<file path="config.mk">
export PLATFORM = sky130hd
export DESIGN_NAME = alu_issue_ctrl
export DESIGN_NICKNAME = d
export VERILOG_FILES = /design/src/rtl/alu_issue_pkg.sv /design/src/rtl/alu_issue_regfile.sv /design/src/rtl/alu_issue_ctrl.sv
export SDC_FILE = /design/constraint.sdc
export NUM_CORES = 1
export LEC_CHECK = 0
export CAP_MARGIN = 30
export CORE_MARGIN = 2
export CORE_UTILIZATION = 51
export DETAILED_ROUTE_END_ITERATION = 7
export GPL_ROUTABILITY_DRIVEN = 0
export PLACE_DENSITY_LB_ADDON = 0.3
export SLEW_MARGIN = 20
export SYNTH_ARGS = -nofsm -noshare
export SYNTH_HDL_FRONTEND = slang
export SYNTH_SLANG_ARGS = --single-unit
</file>
<file path="constraint.sdc">
create_clock -name clk -period 2.2 [get_ports clk]
set_clock_uncertainty 0.15 [all_clocks]
set_input_delay 0.66 -clock clk [delete_from_list [all_inputs] [get_ports clk]]
set_output_delay 0.66 -clock clk [all_outputs]
set_load 0.05 [all_outputs]
</file>
<file path="src/rtl/alu_issue_pkg.sv">
// Shared types and field layout for the ALU issue controller.
// Latency: n/a (declarations only).
// Backpressure: n/a.
package alu_issue_pkg;

    // Instruction field bit positions
    localparam int LD_BIT  = 15;
    localparam int OP_MSB  = 14;
    localparam int OP_LSB  = 12;
    localparam int RD_MSB  = 11;
    localparam int RD_LSB  = 10;
    localparam int RS1_MSB = 9;
    localparam int RS1_LSB = 8;
    localparam int RS2_MSB = 7;
    localparam int RS2_LSB = 6;
    localparam int IMM_MSB = 7;
    localparam int IMM_LSB = 0;

    typedef enum logic [2:0] {
        OP_NOT  = 3'd0,
        OP_OR   = 3'd1,
        OP_XOR  = 3'd2,
        OP_AND  = 3'd3,
        OP_MUL4 = 3'd4,
        OP_ADD  = 3'd5,
        OP_MUL8 = 3'd6,
        OP_SUB  = 3'd7
    } alu_op_e;

    typedef enum logic [1:0] {
        IDLE  = 2'd0,
        ISSUE = 2'd1,
        WB    = 2'd2
    } state_e;

    // Instruction word view; imm8 overlaps rs2 and the reserved bits
    typedef struct packed {
        logic       ld;
        logic [2:0] op;
        logic [1:0] rd;
        logic [1:0] rs1;
        logic [1:0] rs2;
        logic [5:0] rsvd;
    } instr_t;

    function automatic logic [7:0] imm8(input logic [15:0] w);
        return w[IMM_MSB:IMM_LSB];
    endfunction

endpackage

</file>
<file path="src/rtl/alu_issue_regfile.sv">
// Small register file: one write port, three combinational read ports.
// Latency: write visible on reads the cycle after the writing edge, no bypass.
// Backpressure: none; writes are accepted every cycle wr_en is high.
module alu_issue_regfile #(
    parameter int NREGS = 4,
    parameter int DW    = 8
) (
    input  logic          clk,
    input  logic          rst_n,
    input  logic          wr_en,
    input  logic [1:0]    wr_addr,
    input  logic [DW-1:0] wr_dat,
    input  logic [1:0]    rs1_addr,
    input  logic [1:0]    rs2_addr,
    input  logic [1:0]    dbg_addr,
    output logic [DW-1:0] rs1_dat,
    output logic [DW-1:0] rs2_dat,
    output logic [DW-1:0] dbg_dat
);

    logic [DW-1:0] rf [NREGS];

    // Storage: cleared by reset, single write port
    always_ff @(posedge clk or negedge rst_n) begin
        if (!rst_n) begin
            for (int i = 0; i < NREGS; i++) begin
                rf[i] <= '0;
            end
        end else if (wr_en) begin
            rf[wr_addr] <= wr_dat;
        end
    end

    assign rs1_dat = rf[rs1_addr];
    assign rs2_dat = rf[rs2_addr];
    assign dbg_dat = rf[dbg_addr];

endmodule

</file>
<file path="src/rtl/alu_issue_ctrl.sv">
// Serialised issue front end for an external combinational 8-bit ALU.
// Latency: accept -> res_valid is 2 cycles; one instruction every 3 cycles.
// Backpressure: instr_ready only in IDLE; source holds instr_valid/instr until accepted.
module alu_issue_ctrl #(
    parameter int NREGS = 4,
    parameter int DW    = 8
) (
    input  logic          clk,
    input  logic          rst_n,
    input  logic          instr_valid,
    input  logic [15:0]   instr,
    output logic          instr_ready,
    output logic [DW-1:0] alu_a,
    output logic [DW-1:0] alu_b,
    output logic [2:0]    alu_opcode,
    input  logic [DW-1:0] alu_out,
    output logic          res_valid,
    output logic [1:0]    res_rd,
    output logic [DW-1:0] res_data,
    input  logic [1:0]    dbg_addr,
    output logic [DW-1:0] dbg_data
);

    import alu_issue_pkg::*;

    state_e        state_q, state_d;
    instr_t        iw;
    logic          accept;
    logic          wr_en;
    logic          ld_q;
    logic [1:0]    rd_q;
    logic [7:0]    imm_q;
    logic [DW-1:0] rs1_dat, rs2_dat, wb_dat;

    assign iw          = instr_t'(instr);
    assign instr_ready = (state_q == IDLE);
    assign res_valid   = (state_q == WB);
    assign accept      = instr_ready && instr_valid;
    assign wr_en       = (state_q == ISSUE);
    assign wb_dat      = ld_q ? DW'(imm_q) : alu_out;

    alu_issue_regfile #(.NREGS(NREGS), .DW(DW)) u_rf (
        .clk      (clk),
        .rst_n    (rst_n),
        .wr_en    (wr_en),
        .wr_addr  (rd_q),
        .wr_dat   (wb_dat),
        .rs1_addr (iw.rs1),
        .rs2_addr (iw.rs2),
        .dbg_addr (dbg_addr),
        .rs1_dat  (rs1_dat),
        .rs2_dat  (rs2_dat),
        .dbg_dat  (dbg_data)
    );

    // State register
    always_ff @(posedge clk or negedge rst_n) begin
        if (!rst_n) begin
            state_q <= IDLE;
        end else begin
            state_q <= state_d;
        end
    end

    // Next state; unlisted encodings fall back to IDLE via the default assignment
    always_comb begin
        state_d = IDLE;
        case (state_q)
            IDLE:  state_d = instr_valid ? ISSUE : IDLE;
            ISSUE: state_d = WB;
            WB:    state_d = IDLE;
        endcase
    end

    // Operand/opcode capture on accept; write-back result capture during ISSUE
    always_ff @(posedge clk or negedge rst_n) begin
        if (!rst_n) begin
            alu_a      <= '0;
            alu_b      <= '0;
            alu_opcode <= '0;
            ld_q       <= 1'b0;
            rd_q       <= '0;
            imm_q      <= '0;
            res_rd     <= '0;
            res_data   <= '0;
        end else begin
            if (accept) begin
                alu_a      <= rs1_dat;
                alu_b      <= rs2_dat;
                alu_opcode <= iw.op;
                ld_q       <= iw.ld;
                rd_q       <= iw.rd;
                imm_q      <= imm8(instr);
            end
            if (wr_en) begin
                res_rd   <= rd_q;
                res_data <= wb_dat;
            end
        end
    end

endmodule
</file>
* Word level (Yosys, flattened, before mapping)
Index checks and enable logic that the tools add are counted.
** Storage, ports and cells
- Register bits after elaboration :: 74
- Word-level logic and storage cells :: 42
** Cells by class
- Equality and inequality tests :: 2
- Bitwise operators :: 4
- Order comparisons :: 5
- Muxes and demuxes :: 15
- Reductions and logical operators :: 3
** Operators with widths (number)
- $mux 8 :: 8
- $bmux 8 s2 :: 3
- $bwmux 32 :: 1
- $demux 8 s2 :: 1
- $ge 3x3->1 const B :: 4
- $not 2->3 :: 4
- $pmux 2 s2 :: 1
- $lt 3x1->1 const B :: 1
- $eq 2x1->1 const B :: 1
- $eq 2x2->1 const B :: 1
- $logic_and 1x1->1 :: 2
- $logic_not 2->1 :: 1
- $mux 1 :: 1

* Depth between registers and ports, before layout
- Depth in word-level cells :: 6
- Depth in mapped cells :: 3
- Depth with buffers taken out :: 2

* By module
Synthesis repeated with hierarchy kept, for this count alone.
** Second synthesis, totals
- Cells, all modules :: 198
- Area total of the unflattened synthesis :: 3458.3 um^2
** By module, submodules not included
- alu_issue_regfile :: sequential area each 800.8 um^2, instances 1, cells an instance 98, area each 1779.2 um^2
- alu_issue_ctrl :: sequential area each 1051.0 um^2, instances 1, cells an instance 100, area each 1679.1 um^2

* Worst setup path before layout
Ideal clock, no wire load.
- Path type :: input to output
- Start :: input dbg_addr[0]
- End :: output dbg_data[0]
- Arrival time :: 1.577 ns
- Path buffers :: 1
- Stages :: 2
- Required time :: 1.390 ns
- Slack :: -0.187 ns
- Cell sequence :: buf_2 > mux4_2
** Between the ends
- Cells in the longest elaborated chain, start to end :: 4
** RTL lines
- start: declaration :: RTL line alu_issue_ctrl.sv:20 : input logic [1:0] dbg_addr,
- $not 2->3 (not written as such) :: RTL line alu_issue_regfile.sv:36 : assign dbg_dat = rf[dbg_addr];
- $bmux 8 s2 :: RTL line alu_issue_regfile.sv:36
- $mux 8 (not written as such) (2 in a row) :: RTL line alu_issue_regfile.sv:36
- end: declaration :: RTL line alu_issue_ctrl.sv:21 : output logic [DW-1:0] dbg_data
Every way passes these cells. The select of a mux whose other input is x is not followed.

* Worst setup path in the final report
- Start :: input dbg_addr[0]
- End :: output dbg_data[2]
The elaborated chain is that of the path after synthesis.

==> parameters.txt <==
Parameter                              Value

Floorplan
  Core ar.    0.00642 mm^2
  Area enclosed by the die boundary    0.00742 mm^2
  Starting density of the core    53.6%
  Count of pins on the block boundary    68
  Horizontal extent of the die    86.2 um
  Placement Rows    29
  Die extent in y    86.2 um

STA
  Final critical-path setup slack    -0.0981 ns
  Minimum clock period    2.30 ns
  Period utilisation layout    104%
  Final TNS setup    -0.663 ns
  Worst-case headroom to the max-slew limit    62.2%
  Worst-Margin Slew    0.567 ns
  Final Setup Violations    8
  Pins over their slew limit    0
  Unrepaired setup endpoints after global routing    true
  Maximum frequency from static timing analysis    435 MHz
  Endpoints failing hold    0

Global routing
  Largest net degree at the start of global routing    43
  Wire length of the first global-routing pass    12200 um
  Remaining global-route overflow    0
  Vias in the first global route    2301
  Initial antenna violation count    0
  Global routing usage summed across all routing layers    22.0%

Synthesis
  Cell type contributing the most total cell area after synthesis    sky130_fd_sc_hd__dfrtp_1
  List of most frequent post-synthesis cells    79 x sky130_fd_sc_hd__mux2_2, 74 x sky130_fd_sc_hd__dfrtp_1, 24 x sky130_fd_sc_hd__mux4_2
  Share of the yosys chip area belonging to registers    53.8%
  Syn Area/Cell    17.2 um^2
  Total of warnings raised by yosys    0
  Synth top area share    53.8%
  Share of async-settable or async-resettable flops after synthesis    100%
  Synth Cell Area    0.00344 mm^2
  Number of enable-type register cells in the synthesized netlist    0
  Post-synth top flop    sky130_fd_sc_hd__dfrtp_1
  Register bit count reported by yosys    74
  Gate Count Post-Synth    200
  Synth area leaders    sky130_fd_sc_hd__dfrtp_1 54%, sky130_fd_sc_hd__mux2_2 26%, sky130_fd_sc_hd__mux4_2 16%
  Syn nets    229
  Count of distinct cell types in the synthesized netlist    12
  Most common cell in the synthesized netlist    sky130_fd_sc_hd__mux2_2

Clock tree
  Clock root buffer    sky130_fd_sc_hd__clkbuf_8
  Number of buffers created by CTS    9
  Number of buffers between clock root and the deepest sink    2
  TritonCTS clock tree    done
  Post-CTS Setup Bufs    0
  Clock transition time at the flip-flop clock pins of the worst setup and hold paths    0.07 ns
  CTS HTree Levels    3
  Clock Latency Late Sink    0.34 ns
  Number of clock sinks    74

Min path
  Type of the tightest min-delay check    flip-flop to flip-flop

Final layout
  Area growth from synthesis to layout    30.8%
  Final nets    310
  # diodes    0
  Count of filler cells inserted in the layout    449
  Ratio of cells with drive above 1 in the final layout    63.2%

Job
  # Max-Cap Violations    0

Critical path
  Endpoint class of the critical path    output pin
  Startpoint of the worst register-to-register path    state_q[1]$_DFF_PN0_
  Kind of critical path    primary input to output pin
  Max FO, Critical Path    8
  Worst setup path start    dbg_addr[0]
  Critical path capture point    dbg_data[2]
  Category of cells accounting for the largest share of critical-path delay    multiplexers
  Maximum single-stage delay on the critical path    0.53 ns
  Worst r2r path cells    2
  R2R Setup Slk    0.45 ns
  Worst reg2reg path endpoint    u_rf.rf[7]$_DFFE_PN0P_
  Count of buffering cells on the critical path with inverters included    2
  Slowest cell on crit path    sky130_fd_sc_hd__mux4_2
  Cell breakdown of the critical path    buf_12, mux4_2, buf_8
  Arrival time of the worst setup path    1.49 ns
  CP required    1.39 ns
  Type of element launching the critical path    primary input
  Cell count along the critical path    3

Power and ir drop
  Cell Int Power    3930 uW
  Power density over cell area    1480 mW/mm^2
  Reported leakage power    0.00191 uW
  Switching power as a share of total power    41.2%
  Peak supply drop    0.914 mV
  Clk network pwr share    14.0%
  Total net switching power    2750 uW
  Portion of total power attributed to sequential cells    36.9%
  Combinational fraction of design power    49.2%

Detailed routing
  Total wirelength of the detailed-routed design    7360 um
  Length of the first detailed-routing pass in iterations    4
  Antenna viol nets, final    0
  Drt initial violations    140
  DRC violations left    0
  Via Count    2163
  Wire length per cell    20.3 um
  Via-to-Cell Ratio    5.98

Placed design
  Half-perimeter wire length after placement    5170 um
  Post-place setup slack    -0.654 ns
  Count of buffers from port buffering    67

Run status
  Violated checks    setup timing
  Result of the run    finished with violations
==> power by group through the flow <==
| stage | sequential, uW | combinational (uW) | clock (uW) |
|---|---|---|---|
| floorplan | 3220 | 1480 | 0 |
| finish | 2460 | 3290 | 932 |
| global route | 2550 | 3450 | 1010 |
| global placement | 2440 | 3180 | 0 |
| CTS | 2460 | 3320 | 947 |
| detailed placement | 2480 | 3240 | 0 |
==> through the flow <==
stage                     power [uW]  area (um^2)  hold slack, ns  utilization (%)  std cells
after global placement          5620         4300           0.320             67.0        347
after CTS                       6720         4500           0.358             70.1        362
after global routing            7000         4500           0.381             70.1        362
after floorplan                 4700         3460           0.214                -        200
final                           6680         4500           0.357             70.1        362
after detailed placement        5720         4300           0.338             67.0        347
==> registers in the layout, indices dropped and copies added (netlist names) <==
name        flops
u_rf.rf        32
alu_a           8
alu_b           8
imm_q           8
res_data        8
alu_opcode      3
rd_q            2
res_rd          2
state_q         2
ld_q            1
==> metal layers <==
layer	wire, um	global-route usage (%)	part of all wire (%)
met5	0	0	0
met4	209	12.6	2.8
met3	438	4.33	6.0
met2	3520	32.9	48
met1	3180	30.3	43
==> layout make-up <==
cell class	instances	area (um^2)	area share, %
clock buffers	12	155	3.45
well taps	77	96.3	2.14
multi-input cells	112	1540	34.3
clock inverters	3	15.0	0.334
flip-flops and latches	74	1850	41.2
repair buffers	84	840	18.6
==> kinds of logic after synthesis <==
kind of cell           share of synthesized area (%)
DFF                                             53.8
buffers and inverters                           1.93
muxes                                           41.9
and+or+nand+nor                                 2.40
==> repair_timing <==
item / CTS / global route
setup endpoints to repair: 9 / 8
resized for setup: 21 / 0
endpoints found under the hold margin: 6 / 0
hold buffers: 1 / 0
==> how the worst min path moves through the flow <==
stage | slack [ns] | start | endpoint | depth (start not counted)
finish | 0.36 | imm_q[0]$_DFFE_PN0P_ | imm_q[0]$_DFFE_PN0P_ | 1
CTS | 0.36 | imm_q[0]$_DFFE_PN0P_ | imm_q[0]$_DFFE_PN0P_ | 1
floorplan | 0.21 | rst_n | alu_a[0]$_DFFE_PN0P_ | 0
detailed placement | 0.34 | rst_n | alu_b[1]$_DFFE_PN0P_ | 1
global placement | 0.32 | alu_opcode[2]$_DFFE_PN0P_ | alu_opcode[2]$_DFFE_PN0P_ | 1
global route | 0.38 | alu_b[3]$_DFFE_PN0P_ | alu_b[3]$_DFFE_PN0P_ | 1
==> worst register-to-register path, delay by kind of cell, from the launching register on <==
family / cells / cell delay, ns
flops: 1 / 0.49
simple gates: 1 / 0.59
mux: 1 / 0.40
==> placed cells by master (no fill, tap or decap) <==
| cell type | n |
|---|---|
| sky130_fd_sc_hd__mux2_2 | 79 |
| sky130_fd_sc_hd__dfrtp_1 | 73 |
| sky130_fd_sc_hd__buf_4 | 40 |
| sky130_fd_sc_hd__clkdlybuf4s50_1 | 25 |
| sky130_fd_sc_hd__mux4_2 | 24 |
| sky130_fd_sc_hd__clkbuf_8 | 11 |
| sky130_fd_sc_hd__buf_12 | 9 |
| sky130_fd_sc_hd__buf_6 | 7 |
| sky130_fd_sc_hd__clkinv_2 | 3 |
| sky130_fd_sc_hd__nor2b_1 | 2 |
| sky130_fd_sc_hd__nor4bb_2 | 2 |
| sky130_fd_sc_hd__nor2_1 | 1 |
| sky130_fd_sc_hd__nor3b_4 | 1 |
| sky130_fd_sc_hd__and4b_1 | 1 |
| sky130_fd_sc_hd__nor4b_4 | 1 |
| sky130_fd_sc_hd__mux2_1 | 1 |
| sky130_fd_sc_hd__clkbuf_1 | 1 |
| sky130_fd_sc_hd__dlygate4sd3_1 | 1 |
| sky130_fd_sc_hd__buf_2 | 1 |
| sky130_fd_sc_hd__buf_8 | 1 |
| sky130_fd_sc_hd__dfrtp_2 | 1 |
(Power assumes the default switching activity.)
